## config.mk

```make
export PLATFORM = sky130hd
export DESIGN_NAME = cpu_program_loader
export DESIGN_NICKNAME = d
export VERILOG_FILES = /design/src/rtl/cpu_program_loader.sv
export SDC_FILE = /design/constraint.sdc
export NUM_CORES = 1
export LEC_CHECK = 0
export BUFFER_PORTS_ARGS = -buffer_cell sky130_fd_sc_hd__buf_4
export CORE_UTILIZATION = 30
export DETAILED_ROUTE_END_ITERATION = 8
export GPL_TIMING_DRIVEN = 0
export SYNTH_ARGS = -nofsm -noshare
export SYNTH_HDL_FRONTEND = slang
export SYNTH_SLANG_ARGS = --single-unit
export TNS_END_PERCENT = 1
```

## constraint.sdc

```tcl
create_clock -name clk -period 4.22 [get_ports clk]
set_input_delay 0.844 -clock clk [delete_from_list [all_inputs] [get_ports clk]]
set_output_delay 0.844 -clock clk [all_outputs]
set_load 0.02 [all_outputs]
```

## src/rtl/cpu_program_loader.sv

```systemverilog
`default_nettype none
// ============================================================================
// cpu_program_loader: loads a framed byte stream into CPU memory, gates cpu_reset
// Revision: 1.0
// ============================================================================
module cpu_program_loader #(
  parameter int ADDR_W        = 8,
  parameter int RELEASE_DELAY = 2
) (
  input  logic              clk,
  input  logic              reset,
  input  logic              load_req,
  input  logic              in_valid,
  output logic              in_ready,
  input  logic [7:0]        in_data,
  output logic              mem_we,
  output logic [ADDR_W-1:0] mem_addr,
  output logic [7:0]        mem_wdata,
  output logic              cpu_reset,
  output logic              done,
  output logic              err
);

  localparam int DLY_W = (RELEASE_DELAY > 1) ? $clog2(RELEASE_DELAY) : 1;
  // The CSUM-accept edge itself counts as the first delay cycle.
  localparam logic [DLY_W-1:0] DLY_LOAD = DLY_W'(RELEASE_DELAY - 1);

  localparam logic [2:0] S_ADDR = 3'd0;
  localparam logic [2:0] S_LEN  = 3'd1;
  localparam logic [2:0] S_DATA = 3'd2;
  localparam logic [2:0] S_CSUM = 3'd3;
  localparam logic [2:0] S_WAIT = 3'd4;
  localparam logic [2:0] S_DONE = 3'd5;
  localparam logic [2:0] S_ERR  = 3'd6;

  logic [2:0]        state, state_nxt;
  logic [ADDR_W-1:0] addr;
  logic [7:0]        count;
  logic [7:0]        sum;
  logic [DLY_W-1:0]  delay;
  logic              accept;
  logic              csum_ok;

  always_ff @(posedge clk or negedge reset) begin
    if (!reset) begin
      state <= S_ADDR;
    end else begin
      state <= state_nxt;
    end
  end

  always_comb begin
    state_nxt = state;
    if (load_req) begin
      state_nxt = S_ADDR;
    end else begin
      case (state)
        S_ADDR: if (accept) state_nxt = S_LEN;
        S_LEN:  if (accept) state_nxt = (in_data == 8'd0) ? S_CSUM : S_DATA;
        S_DATA: if (accept && count == 8'd1) state_nxt = S_CSUM;
        S_CSUM: if (accept) state_nxt = csum_ok ? S_WAIT : S_ERR;
        S_WAIT: if (delay == '0) state_nxt = S_DONE;
        default: state_nxt = state;
      endcase
    end
  end

  always_comb begin
    in_ready = !load_req && (state == S_ADDR || state == S_LEN ||
                             state == S_DATA || state == S_CSUM);
    accept   = in_valid && in_ready;
    csum_ok  = (in_data == sum);
  end

  always_ff @(posedge clk or negedge reset) begin
    if (!reset) begin
      addr      <= '0;
      count     <= 8'd0;
      sum       <= 8'd0;
      delay     <= '0;
      mem_we    <= 1'b0;
      mem_addr  <= '0;
      mem_wdata <= 8'd0;
      cpu_reset <= 1'b1;
      done      <= 1'b0;
      err       <= 1'b0;
    end else begin
      // accept is already gated by load_req, so an abort never issues a write
      mem_we <= accept && (state == S_DATA);
      if (load_req) begin
        cpu_reset <= 1'b1;
        done      <= 1'b0;
        err       <= 1'b0;
        sum       <= 8'd0;
      end else begin
        case (state)
          S_ADDR: begin
            if (accept) addr <= ADDR_W'(in_data);
          end
          S_LEN: begin
            if (accept) begin
              count <= in_data;
              sum   <= 8'd0;
            end
          end
          S_DATA: begin
            if (accept) begin
              mem_addr  <= addr;
              mem_wdata <= in_data;
              addr      <= addr + 1'b1;
              sum       <= sum + in_data;
              count     <= count - 8'd1;
            end
          end
          S_CSUM: begin
            if (accept) begin
              if (csum_ok) begin
                done  <= 1'b1;
                delay <= DLY_LOAD;
              end else begin
                err <= 1'b1;
              end
            end
          end
          S_WAIT: begin
            if (delay == '0) cpu_reset <= 1'b0;
            else             delay     <= delay - 1'b1;
          end
          default: ;
        endcase
      end
    end
  end

endmodule
`default_nettype wire

```

==> results of run 1 <==
-- logic make-up after synthesis --
| family | after synthesis | share of synthesized area (%) |
|---|---|---|
| xor+xnor | 7 | 2.37 |
| simple gates | 133 | 23.6 |
| flops | 48 | 46.6 |
| compound gates | 75 | 17.7 |
| fa+ha+maj | 11 | 5.62 |
| buf+inv | 19 | 3.68 |
| mux | 1 | 0.436 |
-- layout by cell type (no fill, tap or decap), types with 2 or more instances in the layout --
master	n
a22o_1	4
ha_1	10
o22a_1	2
nor4_1	2
clkbuf_8	7
a21oi_1	20
nor2_1	25
dfrtp_1	47
o22ai_1	2
nor3_1	4
buf_4	35
and3_1	6
inv_1	8
nand3_1	10
o21ai_0	22
a31oi_1	8
clkbuf_1	3
xor2_1	2
a21o_1	2
or3_1	2
xnor2_1	5
o211ai_1	3
nand2_1	73
nand2b_1	3
buf_2	4
-- power groups by stage --
| stage | Clock, mW | Sequential, mW | Combinational [mW] |
|---|---|---|---|
| after floorplan | 0 | 0.841 | 0.434 |
| after global placement | 0 | 0.771 | 0.764 |
| after detailed placement | 0 | 0.775 | 0.779 |
| after CTS | 0.379 | 0.766 | 0.782 |
| after global routing | 0.391 | 0.792 | 0.867 |
| final | 0.370 | 0.768 | 0.775 |
-- synth_stat cells (all sizes together), types with 2 or more instances --
| cell | number | share of area, % |
|---|---|---|
| nor4 | 2 | 0.48 |
| o211ai | 3 | 0.87 |
| a31oi | 8 | 1.9 |
| xor2 | 2 | 0.68 |
| nand2b | 3 | 0.73 |
| o22a | 2 | 0.68 |
| nor3 | 5 | 1.4 |
| a22o | 4 | 1.4 |
| o21ai | 24 | 4.8 |
| inv | 8 | 1.2 |
| o22ai | 2 | 0.48 |
| buf | 8 | 2.1 |
| xnor2 | 5 | 1.7 |
| nand3 | 10 | 1.9 |
| nand2 | 74 | 11 |
| ha | 10 | 4.8 |
| nor2 | 25 | 3.6 |
| and3 | 6 | 1.5 |
| or3 | 3 | 0.92 |
| dfrtp | 47 | 46 |
| a21o | 2 | 0.58 |
| clkbuf | 3 | 0.44 |
| a21oi | 21 | 4.2 |
-- flip-flops by register name, indices dropped and copies added, names as in the netlist --
register	cells
addr	8
delay	1
sum	8
count	8
mem_wdata	8
mem_we	1
state	3
err	1
mem_addr	8
cpu_reset	1
done	1
-- metrics by stage --
stage | power [mW] | util [%] | worst slack, ns | std cells
final | 1.91 | 37.3 | 1.89 | 439
after global routing | 2.05 | 37.3 | 1.84 | 439
after detailed placement | 1.55 | 35.8 | 1.69 | 431
after global placement | 1.53 | 35.8 | 1.69 | 431
after floorplan | 1.27 | - | 1.97 | 294
after CTS | 1.93 | 37.3 | 1.88 | 439
-- layout make-up --
cell class | count | area, sq um | area share (%)
inverter | 8 | 30.0 | 0.975
sequential | 48 | 1200 | 39.0
buffer | 11 | 65.1 | 2.11
clock inverter | 1 | 30.0 | 0.975
timing repair buffer | 32 | 240 | 7.80
multi-input combinational | 227 | 1280 | 41.7
clock buffer | 7 | 96.3 | 3.13
tap | 105 | 131 | 4.26
-- final timing paths --
path	slack (ns)	cells past startpoint	to	from
worst max-delay path	1.89	3	in_ready	load_req
worst min-delay path	0.48	2	cpu_reset	cpu_reset
worst max register to register	2.31	7	sum[6]	sum[0]
worst min register to register	0.48	2	cpu_reset	cpu_reset
max in group asynchronous	3.26	1	count[0]	reset
min in group asynchronous	0.54	1	mem_we	reset
-- tightest hold or removal path: stages (launching register included) --
cell and delay (ns):
dfstp_2 0.38, o41ai_1 0.05, nand2b_1 0.05
-- layer usage --
metal  GRT usage, %  part of all wire, %  vias up
li1               -                    -     1094
met1           21.1                   49     1059
met2           25.2                   46       36
met3           2.42                  3.3        9
met4           5.05                  1.1        0
met5              0                    0        -
==> flow_summary.yaml, run 1 <==
run_status:
  status: "finished, final reports clean"
clock_network:
  cts-hold-fix-buffers: 0
  cts_tree: "done"
  post_cts_buffers: 0
  cts.sinks: 48
  cts_buffers: 5
  path_clk_slew_ns: 0.09
  insertion_delay_ns: 0.31
  cts.path.max_buffers: 2
  cts_root_buffer: "clkbuf_8"
  cts_resized: 0
  h-tree-depth: 2
finish:
  n_antenna_cell: 0
  n_fill_cell: 866
  nets: 356
  syn_to_final_growth_pct: 19.3
  finalInstanceArea_sq_um: 3080
  drive_gt1_share_pct: 17.1
timing:
  timing.final.hold_violations: 0
  max_freq_ghz: 0.429
  hold_ws_ns: 0.477
  setup_tns_ns: 0
  finalCritPeriodShare_pct: 55.2
  worst-slew-pin-transition_ns: 0.817
  fin_skew_ns: 0.0110
  drv_slew: 0
  rsz0062_at_grt: "false"
  period_needed_ns: 2.33
  slew_headroom_pct: 45.3
  setup_viol: 0
die:
  start_util_pct: 31.3
  ios: 33
  die_area_sq_um: 8980
  die_w_microns: 94.8
  die_y_microns: 94.8
  core_area_sq_um: 8260
  row_count: 33
routing:
  viasPerCell: 5.01
  wl_microns: 6460
  drc: 0
  ant_nets: 0
  first_pass_iters: 4
  wl_per_cell_microns: 14.7
  drtIter0Drc: 99
  vias: 2198
placed_design:
  place_area_sq_um: 2950
  routabilityCongestion: 0.867
  dpl.hpwl_microns: 4530
  port-buffer-count: 32
yosys:
  synth_nets: 317
  seq_area_frac_synth_pct: 46.6
  synth_async_sr_flop_share_pct: 100
  ys.flop_type: "dfrtp_1"
  synth-seq-cells: 48
  netlist_instances: 294
  syn_area_per_cell_sq_um: 8.78
  synth_edf_count: 0
  syn_area_sq_um: 2580
  ys_warn_count: 0
  ys_types: 48
power_and_ir_drop:
  switching_share_pct: 39.5
  leakagePower_nw: 1.46
  p_int_mw: 1.16
  seq_power_share_pct: 40.2
  combPwrFrac_pct: 40.5
  p_clk_share_pct: 19.3
  p_per_area_nw_per_um2: 621
  p_sw_mw: 0.757
  ir_drop_mv: 0.203
global_route:
  grt_max_degree: 49
  grt_pass1_vias: 2144
  grt_pass1_wl_microns: 10700
  grtUsageTotal_pct: 15.5
  gr-total-overflow: 0
  antenna_found_initial: 0
job:
  drv_cap: 0
critical_path:
  crit_family: "buffers and inverters"
  cp_slowest_cell: "nor2_1"
  critPathLaunchType: "input pin"
  slowest_delay_ns: 0.31
  required_ns: 3.38
  arrival_ns: 1.49
  end_kind: "primary output"
  crit_path_frequent_cell: "buf_4"
  path_buf_inv: 2
  path_class: "input pin to primary output"
  crit_chain: "buf_4 -> nor2_1 -> buf_4"
  cp_max_fo: 6
min_path:
  hp-class: "register to register"
(Power assumes the default switching activity.)
==> run 2: changes to the inputs <==
Clock period 4.22 ns to 1.9 ns, I/O delays scaled along.
==> run 2 against run 1 <==
Net effect:
- sequential cell count stayed put
- setup slack worse by 1.8 ns
- combinational power grew 130%
- clock power rose by 120%
- non-clock buffer count is the same
- critical path type is now register to register
- first-iteration DRC count rose by 6.1%
- sequential share of layout area is 0.75 points lower
- via count rose by 1.7%
==> flow_summary.yaml, run 2 (synthesized netlist as in run 1, its figures left out) <==
clock_network:
  h-tree-depth: 2
  post_cts_buffers: 0
  insertion_delay_ns: 0.31
  cts-hold-fix-buffers: 0
  cts.path.max_buffers: 2
  path_clk_slew_ns: 0.10
  cts_tree: "done"
  cts.sinks: 48
  cts_buffers: 5
  cts_root_buffer: "clkbuf_8"
die:
  row_count: 33
  die_y_microns: 94.8
  ios: 33
  die_area_sq_um: 8980
  die_w_microns: 94.8
  start_util_pct: 31.3
  core_area_sq_um: 8260
routing:
  first_pass_iters: 4
  vias: 2235
  ant_nets: 0
  viasPerCell: 5.09
  wl_microns: 6520
  drc: 0
  wl_per_cell_microns: 14.9
  drtIter0Drc: 105
critical_path:
  crit_family: "simple AND/OR/NAND/NOR gates"
  cp_max_fo: 3
  path_class: "register to register"
  critPathLaunchType: "register"
  arrival_ns: 2.01
  cp_slowest_cell: "dfrtp_1"
  slowest_delay_ns: 0.43
  end_kind: "register"
  path_buf_inv: 0
  crit_chain: "ha_1 -> nand3_1 -> a211oi_2 -> or3_1 -> and2_1 -> o211ai_1"
  required_ns: 2.12
global_route:
  grt_pass1_wl_microns: 10700
  grtUsageTotal_pct: 15.5
  antenna_found_initial: 0
  grt_pass1_vias: 2144
  gr-total-overflow: 0
  grt_max_degree: 49
job:
  drv_cap: 0
placed_design:
  dpl.hpwl_microns: 4530
  pre_cts_ws_ns: -0.170
  routabilityCongestion: 0.867
  port-buffer-count: 32
  dp_cells: 431
finish:
  drive_gt1_share_pct: 19.8
  layout_commonest_cell: "nand2_1"
  layout_common_cells: "72 x nand2_1, 47 x dfrtp_1, 35 x buf_4"
  n_antenna_cell: 0
  final_util_pct: 38.0
  nets: 356
  syn_to_final_growth_pct: 21.6
  fin_cells: 439
power_and_ir_drop:
  finalPower_mw: 4.30
  combPwrFrac_pct: 40.9
  p_int_mw: 2.60
  p_per_area_nw_per_um2: 1370
  p_sw_mw: 1.70
  leakagePower_nw: 1.46
  ir_drop_mv: 0.478
  switching_share_pct: 39.6
  p_clk_share_pct: 19.2
  seq_power_share_pct: 39.9
run_status:
  status: "finished, final reports clean"
timing:
  timing.final.hold_violations: 0
  setup_tns_ns: 0
  drv_slew: 0
  period_needed_ns: 1.79
  worst-slew-pin-transition_ns: 0.786
  finalCritPeriodShare_pct: 94.3
  slew_headroom_pct: 47.3
  max_freq_ghz: 0.558
  fin_skew_ns: 0.0112
  setup_slack_ns: 0.109
  rsz0062_at_grt: "false"
  setup_viol: 0
min_path:
  hp-class: "input pin to async pin"
run 2: changes by cell type in the layout (fill, tap and decap cells not counted), moves of 2 or more:
cell / previous run / this run
ha_1: 10 / 7
ha_4: 0 / 2
a21oi_1: 20 / 18
o21ai_0: 22 / 20
o21ai_1: 1 / 3
run 2: area by class of cell:
type / instances / area, sq um
plain buffers: 11 / 66.3
clock buffers: 7 / 96.3
clock inverters: 1 / 30.0
fillers: 861 / 5120
inverters: 8 / 30.0
multi-input cells: 227 / 1340
flip-flops and latches: 48 / 1200
well taps: 105 / 131
repair buffers: 32 / 240
run 2: what timing repair did:
action | CTS | global route
gates resized for setup | 1 | 14
pin swaps | 0 | 2
endpoints found under the hold margin | 0 | 0
setup endpoints to repair | 1 | 5
run 2: final timing paths:
check	from	end	slack (ns)	cells after the start
hold / removal	reset	mem_we	0.08	1
setup reg to reg	sum[1]	sum[7]	0.11	6
min in group clk	in_data[0]	mem_wdata[0]	0.32	3
setup / recovery	sum[1]	sum[7]	0.11	6
hold reg to reg	cpu_reset	cpu_reset	0.48	2
max in group asynchronous	reset	count[0]	1.40	1
run 2: power groups by stage:
stage	Clock [mW]	Combinational (mW)	Sequential (mW)
3_3_place_gp	0	1.70	1.71
6_report	0.825	1.76	1.71
3_5_place_dp	0	1.73	1.72
5_1_grt	0.869	1.96	1.77
4_1_cts	0.841	1.74	1.70
2_1_floorplan	0	0.964	1.87
run 2: through the flow:
stage	hold slack [ns]	instance area [sq um]
2_1_floorplan	0.0844	2580
3_5_place_dp	0.443	2950
6_report	0.0799	3140
4_1_cts	0.106	3080
3_3_place_gp	0.448	2950
5_1_grt	0.143	3140
run 2: metal layers:
layer,wire length [microns],GRT usage [%]
met5,0,0
met4,93,5.05
met3,170,2.42
met2,3050,25.2
met1,3210,21.1
run 2: worst register-to-register path: stages, from the launching register on:
cell,delay [ns]
dfrtp_1,0.43
ha_1,0.31
nand3_1,0.15
a211oi_2,0.10
or3_1,0.37
and2_1,0.17
o211ai_1,0.18
